`src/rtl/cpu_pkg.sv`:
```
// Shared CPU front-end types: fetch FSM states, the bubble encoding and the IF/ID record.
package cpu_pkg;

   localparam int unsigned CPU_XLEN = 32;

   localparam logic [CPU_XLEN-1:0] NOP_INSTR = 32'h0000_0013;

   typedef enum logic [1:0] {
      IDLE,
      WAIT,
      BUF,
      DROP
   } fetch_state_e;

   typedef struct packed {
      logic [CPU_XLEN-1:0] pc;
      logic [CPU_XLEN-1:0] instr;
      logic                valid;
   } if_id_t;

endpackage

```
`src/rtl/if_id_reg.sv`:
```
// IF/ID pipeline register: flush clears to a bubble, hold freezes, otherwise load an
// instruction or a bubble that keeps the previous pc.
module if_id_reg
   import cpu_pkg::*;
#(
   parameter logic [CPU_XLEN-1:0] NOP_INSTR = cpu_pkg::NOP_INSTR
) (
   input  logic                clk,
   input  logic                rst,
   input  logic                flush,
   input  logic                hold,
   input  logic                load,
   input  logic [CPU_XLEN-1:0] load_pc,
   input  logic [CPU_XLEN-1:0] load_instr,
   output logic [CPU_XLEN-1:0] pc,
   output logic [CPU_XLEN-1:0] instr,
   output logic                valid
);

   if_id_t r;

   always_ff @(posedge clk) begin
      if (rst || flush) begin
         r <= '{pc: '0, instr: NOP_INSTR, valid: 1'b0};
      end else if (!hold) begin
         if (load) begin
            r <= '{pc: load_pc, instr: load_instr, valid: 1'b1};
         end else begin
            r.instr <= NOP_INSTR;
            r.valid <= 1'b0;
         end
      end
   end

   assign pc    = r.pc;
   assign instr = r.instr;
   assign valid = r.valid;

endmodule

```
`src/rtl/fetch_stage.sv`:
```
// IF stage: PC register, single-outstanding instruction-memory handshake with a
// one-entry response buffer, feeding the IF/ID register.
module fetch_stage
   import cpu_pkg::*;
#(
   parameter int unsigned      XLEN      = 32,
   parameter logic [XLEN-1:0]  RESET_PC  = 32'h0000_0000,
   parameter logic [XLEN-1:0]  NOP_INSTR = cpu_pkg::NOP_INSTR
) (
   input  logic            clk,
   input  logic            rst,
   input  logic            pc_write,
   input  logic            instr_flush,
   input  logic            IF_ID_reg_write,
   input  logic [XLEN-1:0] redirect_pc,
   output logic            im_req,
   output logic [XLEN-1:0] im_addr,
   input  logic            im_rvalid,
   input  logic [XLEN-1:0] im_rdata,
   output logic [XLEN-1:0] if_id_pc,
   output logic [XLEN-1:0] if_id_instr,
   output logic            if_id_valid
);

   fetch_state_e    state, state_n;
   logic [XLEN-1:0] pc, pc_n;
   logic [XLEN-1:0] buffer, buffer_n;
   logic [XLEN-1:0] redirect_aligned;
   logic [XLEN-1:0] deliver_instr;
   logic            adv;
   logic            deliver;

   assign adv              = pc_write & ~IF_ID_reg_write & ~instr_flush;
   assign redirect_aligned = redirect_pc & ~XLEN'(3);
   assign im_addr          = pc;

   always_ff @(posedge clk) begin
      if (rst) begin
         state  <= IDLE;
         pc     <= RESET_PC;
         buffer <= '0;
      end else begin
         state  <= state_n;
         pc     <= pc_n;
         buffer <= buffer_n;
      end
   end

   always_comb begin
      state_n       = state;
      pc_n          = pc;
      buffer_n      = buffer;
      im_req        = 1'b0;
      deliver       = 1'b0;
      deliver_instr = buffer;

      unique case (state)
         IDLE: begin
            if (instr_flush) begin
               pc_n = redirect_aligned;
            end else if (pc_write) begin
               im_req  = 1'b1;
               state_n = WAIT;
            end
         end
         WAIT: begin
            if (instr_flush) begin
               pc_n    = redirect_aligned;
               state_n = im_rvalid ? IDLE : DROP;
            end else if (im_rvalid) begin
               if (adv) begin
                  deliver       = 1'b1;
                  deliver_instr = im_rdata;
                  state_n       = IDLE;
               end else begin
                  buffer_n = im_rdata;
                  state_n  = BUF;
               end
            end
         end
         BUF: begin
            if (instr_flush) begin
               buffer_n = '0;
               pc_n     = redirect_aligned;
               state_n  = IDLE;
            end else if (adv) begin
               deliver = 1'b1;
               state_n = IDLE;
            end
         end
         DROP: begin
            // A flush here retargets pc; the stale response still has to drain.
            if (instr_flush) begin
               pc_n = redirect_aligned;
            end
            if (im_rvalid) begin
               state_n = IDLE;
            end
         end
         default: state_n = IDLE;
      endcase

      if (deliver) begin
         pc_n = pc + XLEN'(4);
      end
   end

   if_id_reg #(
      .NOP_INSTR(NOP_INSTR)
   ) u_if_id_reg (
      .clk        (clk),
      .rst        (rst),
      .flush      (instr_flush),
      .hold       (IF_ID_reg_write),
      .load       (deliver),
      .load_pc    (pc),
      .load_instr (deliver_instr),
      .pc         (if_id_pc),
      .instr      (if_id_instr),
      .valid      (if_id_valid)
   );

endmodule

```
`config.mk`:
```
export PLATFORM = sky130hd
export DESIGN_NAME = fetch_stage
export DESIGN_NICKNAME = d
export VERILOG_FILES = /design/src/rtl/cpu_pkg.sv /design/src/rtl/if_id_reg.sv /design/src/rtl/fetch_stage.sv
export SDC_FILE = /design/constraint.sdc
export NUM_CORES = 1
export LEC_CHECK = 0
export ABC_AREA = 1
export CAP_MARGIN = 15
export CORE_ASPECT_RATIO = 1.4
export CORE_UTILIZATION = 45
export DETAILED_ROUTE_END_ITERATION = 16
export PLACE_DENSITY = 0.73
export SYNTH_ARGS = -nofsm -noshare
export SYNTH_HDL_FRONTEND = slang
export SYNTH_SLANG_ARGS = --single-unit
```
`constraint.sdc`:
```
create_clock -name clk -period 2.6 [get_ports clk]
set_clock_uncertainty 0.2 [all_clocks]
set_input_delay 0.52 -clock clk [delete_from_list [all_inputs] [get_ports clk]]
set_output_delay 0.52 -clock clk [all_outputs]
set_load 0.01 [all_outputs]
```
==> flow_metrics.py <==
metrics = {
    "setup_path": {
        "crit_fanout": 7,
        "crit_type": "flip-flop to output pin",
        "worstSetupStartpointType": "flip-flop",
        "cp_slowest_cell": "clkdlybuf4s50_1",
        "critPathCaptureType": "output pin",
        "crit_chain": "clkdlybuf4s50_1",
        "crit_buf_inv": 1,
        "crit_arrival_ps": 1500,
        "required_ps": 1880,
        "slowest_delay_ps": 600,
        "critPathTopFamily": "buffers and inverters",
    },
    "floorplan": {
        "die_y_um": 141,
        "rows": 50,
        "initial_core_util_pct": 46.3,
        "core_um2": 13500,
        "die-area_um2": 14300,
        "die_x_um": 101,
        "ios": 168,
    },
    "final_layout": {
        "drive_gt1_share_pct": 7.97,
        "syn_to_final_growth_pct": 38.8,
        "num_antenna_cells": 0,
        "layout.nets": 1131,
    },
    "synth": {
        "synth.distinct_cells": 38,
        "synth-compound-area-share_pct": 18.5,
        "yosys.area_share.simple_pct": 27.7,
        "yosysTopAreaCell": "dfxtp_1",
        "synth_top_cells_by_area": "dfxtp_1 41%, nand2_1 12%, a21oi_1 6.3%",
        "synth_ff_type": "dfxtp_1",
        "synth_area_um2": 6230,
        "synth.ff_latch_count": 127,
        "synthAdderAreaFrac_pct": 1.21,
        "yosysWarnings": 0,
        "synth_seq_area_share_pct": 40.8,
        "synth_cells": 901,
        "synth_top_area_share_pct": 40.8,
        "synth.avg_cell_area_um2": 6.91,
        "async_reset_ff_share_pct": 0,
        "synth_xor_area_share_pct": 0.141,
        "yosysMostFrequentCell": "nand2_1",
        "synthTopCellsByCount": "200 x nand2_1, 127 x dfxtp_1, 97 x inv_1, 93 x nor2_1, 78 x a21oi_1",
        "synth_top_family_by_area": "simple AND/OR/NAND/NOR gates",
        "synth.area.mux_share_pct": 0,
        "synth_edf_count": 0,
    },
    "clock_network": {
        "clkLatencyLatePin_ps": 410,
        "clk_pin_slew_ps": 60,
        "cts_tree": "done",
        "cts.sinks": 127,
        "cts_buffers": 17,
        "h-tree-depth": 4,
        "post-cts-setup-buffers": 0,
        "clk_path_buf_depth": 2,
        "cts_root_buf": "clkbuf_16",
    },
    "timing": {
        "whs_ps": 253,
        "maxSlewViolCount": 0,
        "timing.fmax_mhz": 451,
        "finalSetupTns_ps": 0,
        "hold_violations": 0,
        "grt_setup_unrepaired": "false",
        "setup_viol": 0,
        "finalCriticalPeriod_ps": 2220,
        "period_share_pct": 85.3,
        "worst_slew_pin_slew_ps": 548,
        "slew_headroom_pct": 63.3,
    },
    "global_route": {
        "grt_max_degree": 62,
        "grt_pass1_vias": 5827,
        "globalRouteOverflowTotal": 0,
        "grt_pass1_wl_um": 28200,
        "antenna_found_initial": 0,
        "track_usage_pct": 25.1,
    },
    "route": {
        "routed_wl_um": 17800,
        "drc_errors": 0,
        "routedWlPerCell_um": 14.3,
        "via_per_inst": 5.06,
        "drtAntennaViolNets": 0,
        "dr.pass1.iters": 5,
        "drt_iter0_drc": 263,
        "vias": 6317,
    },
    "power_and_ir_drop": {
        "leakage_nw": 3.40,
        "ir_drop_v": 0.000469,
        "power_density_nw_per_um2": 784,
    },
    "status": {
        "status": "finished clean",
    },
    "placed_design": {
        "dp_hpwl_um": 12200,
        "portBuffers": 161,
        "gp_congestion": 0.896,
    },
    "worst_hold_path": {
        "min_path_type": "flip-flop to flip-flop",
    },
    "flow_run": {
        "maxCapViolations": 0,
    },
}
[cells in the final DEF (no fill, tap or decap), types with 7 or more instances in the layout]
cell type	n
a21oi_1	78
nor3_1	10
nand4_1	16
o211ai_1	33
clkbuf_16	17
buf_4	22
clkdlybuf4s50_1	160
o21ai_1	8
nor2_1	93
nand3_1	67
inv_1	97
nand2_1	200
o21ai_0	66
buf_12	7
dfxtp_1	127
[sequential cells by signal (all words and copies together) (netlist names)]
name               cells
u_if_id_reg.pc        30
u_if_id_reg.instr     32
buffer                32
u_if_id_reg.valid      1
state                  2
im_addr               30
[stage by stage]
stage / worst slack (ps) / total power, mW / cell area, um^2 / cells / util, %
5_1_grt: 288 / 7.15 / 8640 / 1249 / 64.3
6_report: 382 / 6.78 / 8640 / 1249 / 64.3
3_5_place_dp: 101 / 4.49 / 8060 / 1218 / 59.9
3_3_place_gp: 106 / 4.46 / 8060 / 1218 / 59.9
4_1_cts: 61.8 / 6.82 / 8640 / 1249 / 64.2
2_1_floorplan: 799 / 3.68 / 6240 / 904 / -
[cells by family (layout without fill, tap and decap cells)]
| logic type | count (synthesis) | after routing |
|---|---|---|
| AOI/OAI and AO/OA | 202 | 202 |
| xor gates and xnor gates | 1 | 1 |
| adders and majority gates | 6 | 6 |
| buffers and inverters | 161 | 324 |
| DFF | 127 | 127 |
| other | 1 | 4 |
| and+or+nand+nor | 403 | 403 |
[where the power goes]
group	leakage [nW]	internal, mW	switching (mW)	total [mW]
clock	0.280	1.43	0.880	2.31
sequential	1.03	2.22	0.279	2.50
combinational	2.09	0.840	1.12	1.96
total	3.40	4.50	2.28	6.78
[worst reg2reg max path: cells and delay by family (launching register included)]
family / cells / cell delay (ps)
AO/OA/AOI/OAI: 1 / 100
buffers and inverters: 3 / 600
AND/OR/NAND/NOR: 5 / 480
flip-flops: 1 / 330
adder cells (fa/ha/maj): 1 / 300
[final timing paths]
path	depth (start not counted)	slack (ps)	start	to
min reg2reg	2	250	u_if_id_reg.instr[31]	u_if_id_reg.instr[31]
max	1	380	im_addr[22]	im_addr[22]
min	2	250	u_if_id_reg.instr[31]	u_if_id_reg.instr[31]
max reg2reg	10	480	state[1]	u_if_id_reg.instr[0]
[final cells by class]
class,count,area [um^2]
clock buffer,18,439
inverter,103,387
clock inverter,13,140
sequential,127,2540
multi-input combinational,616,2990
timing repair buffer,190,1920
tap,182,228
fill,1231,4810
[what timing repair did]
item / in CTS / in global routing
endpoints found under the setup margin: 0 / 1
hold buffers: 0 / 0
gates resized for setup: 0 / 1
hold endpoints to repair: 0 / 0
[per-layer routing]
| layer | GRT usage, % | vias up | share of wire, % |
|---|---|---|---|
| met2 | 44.6 | 191 | 51 |
| met4 | 9.31 | 0 | 1.7 |
| met3 | 5.21 | 20 | 5.7 |
| met5 | 0 | - | 0 |
| li1 | - | 3246 | - |
| met1 | 29.2 | 2860 | 41 |
Power figures use the tool's default switching activity.
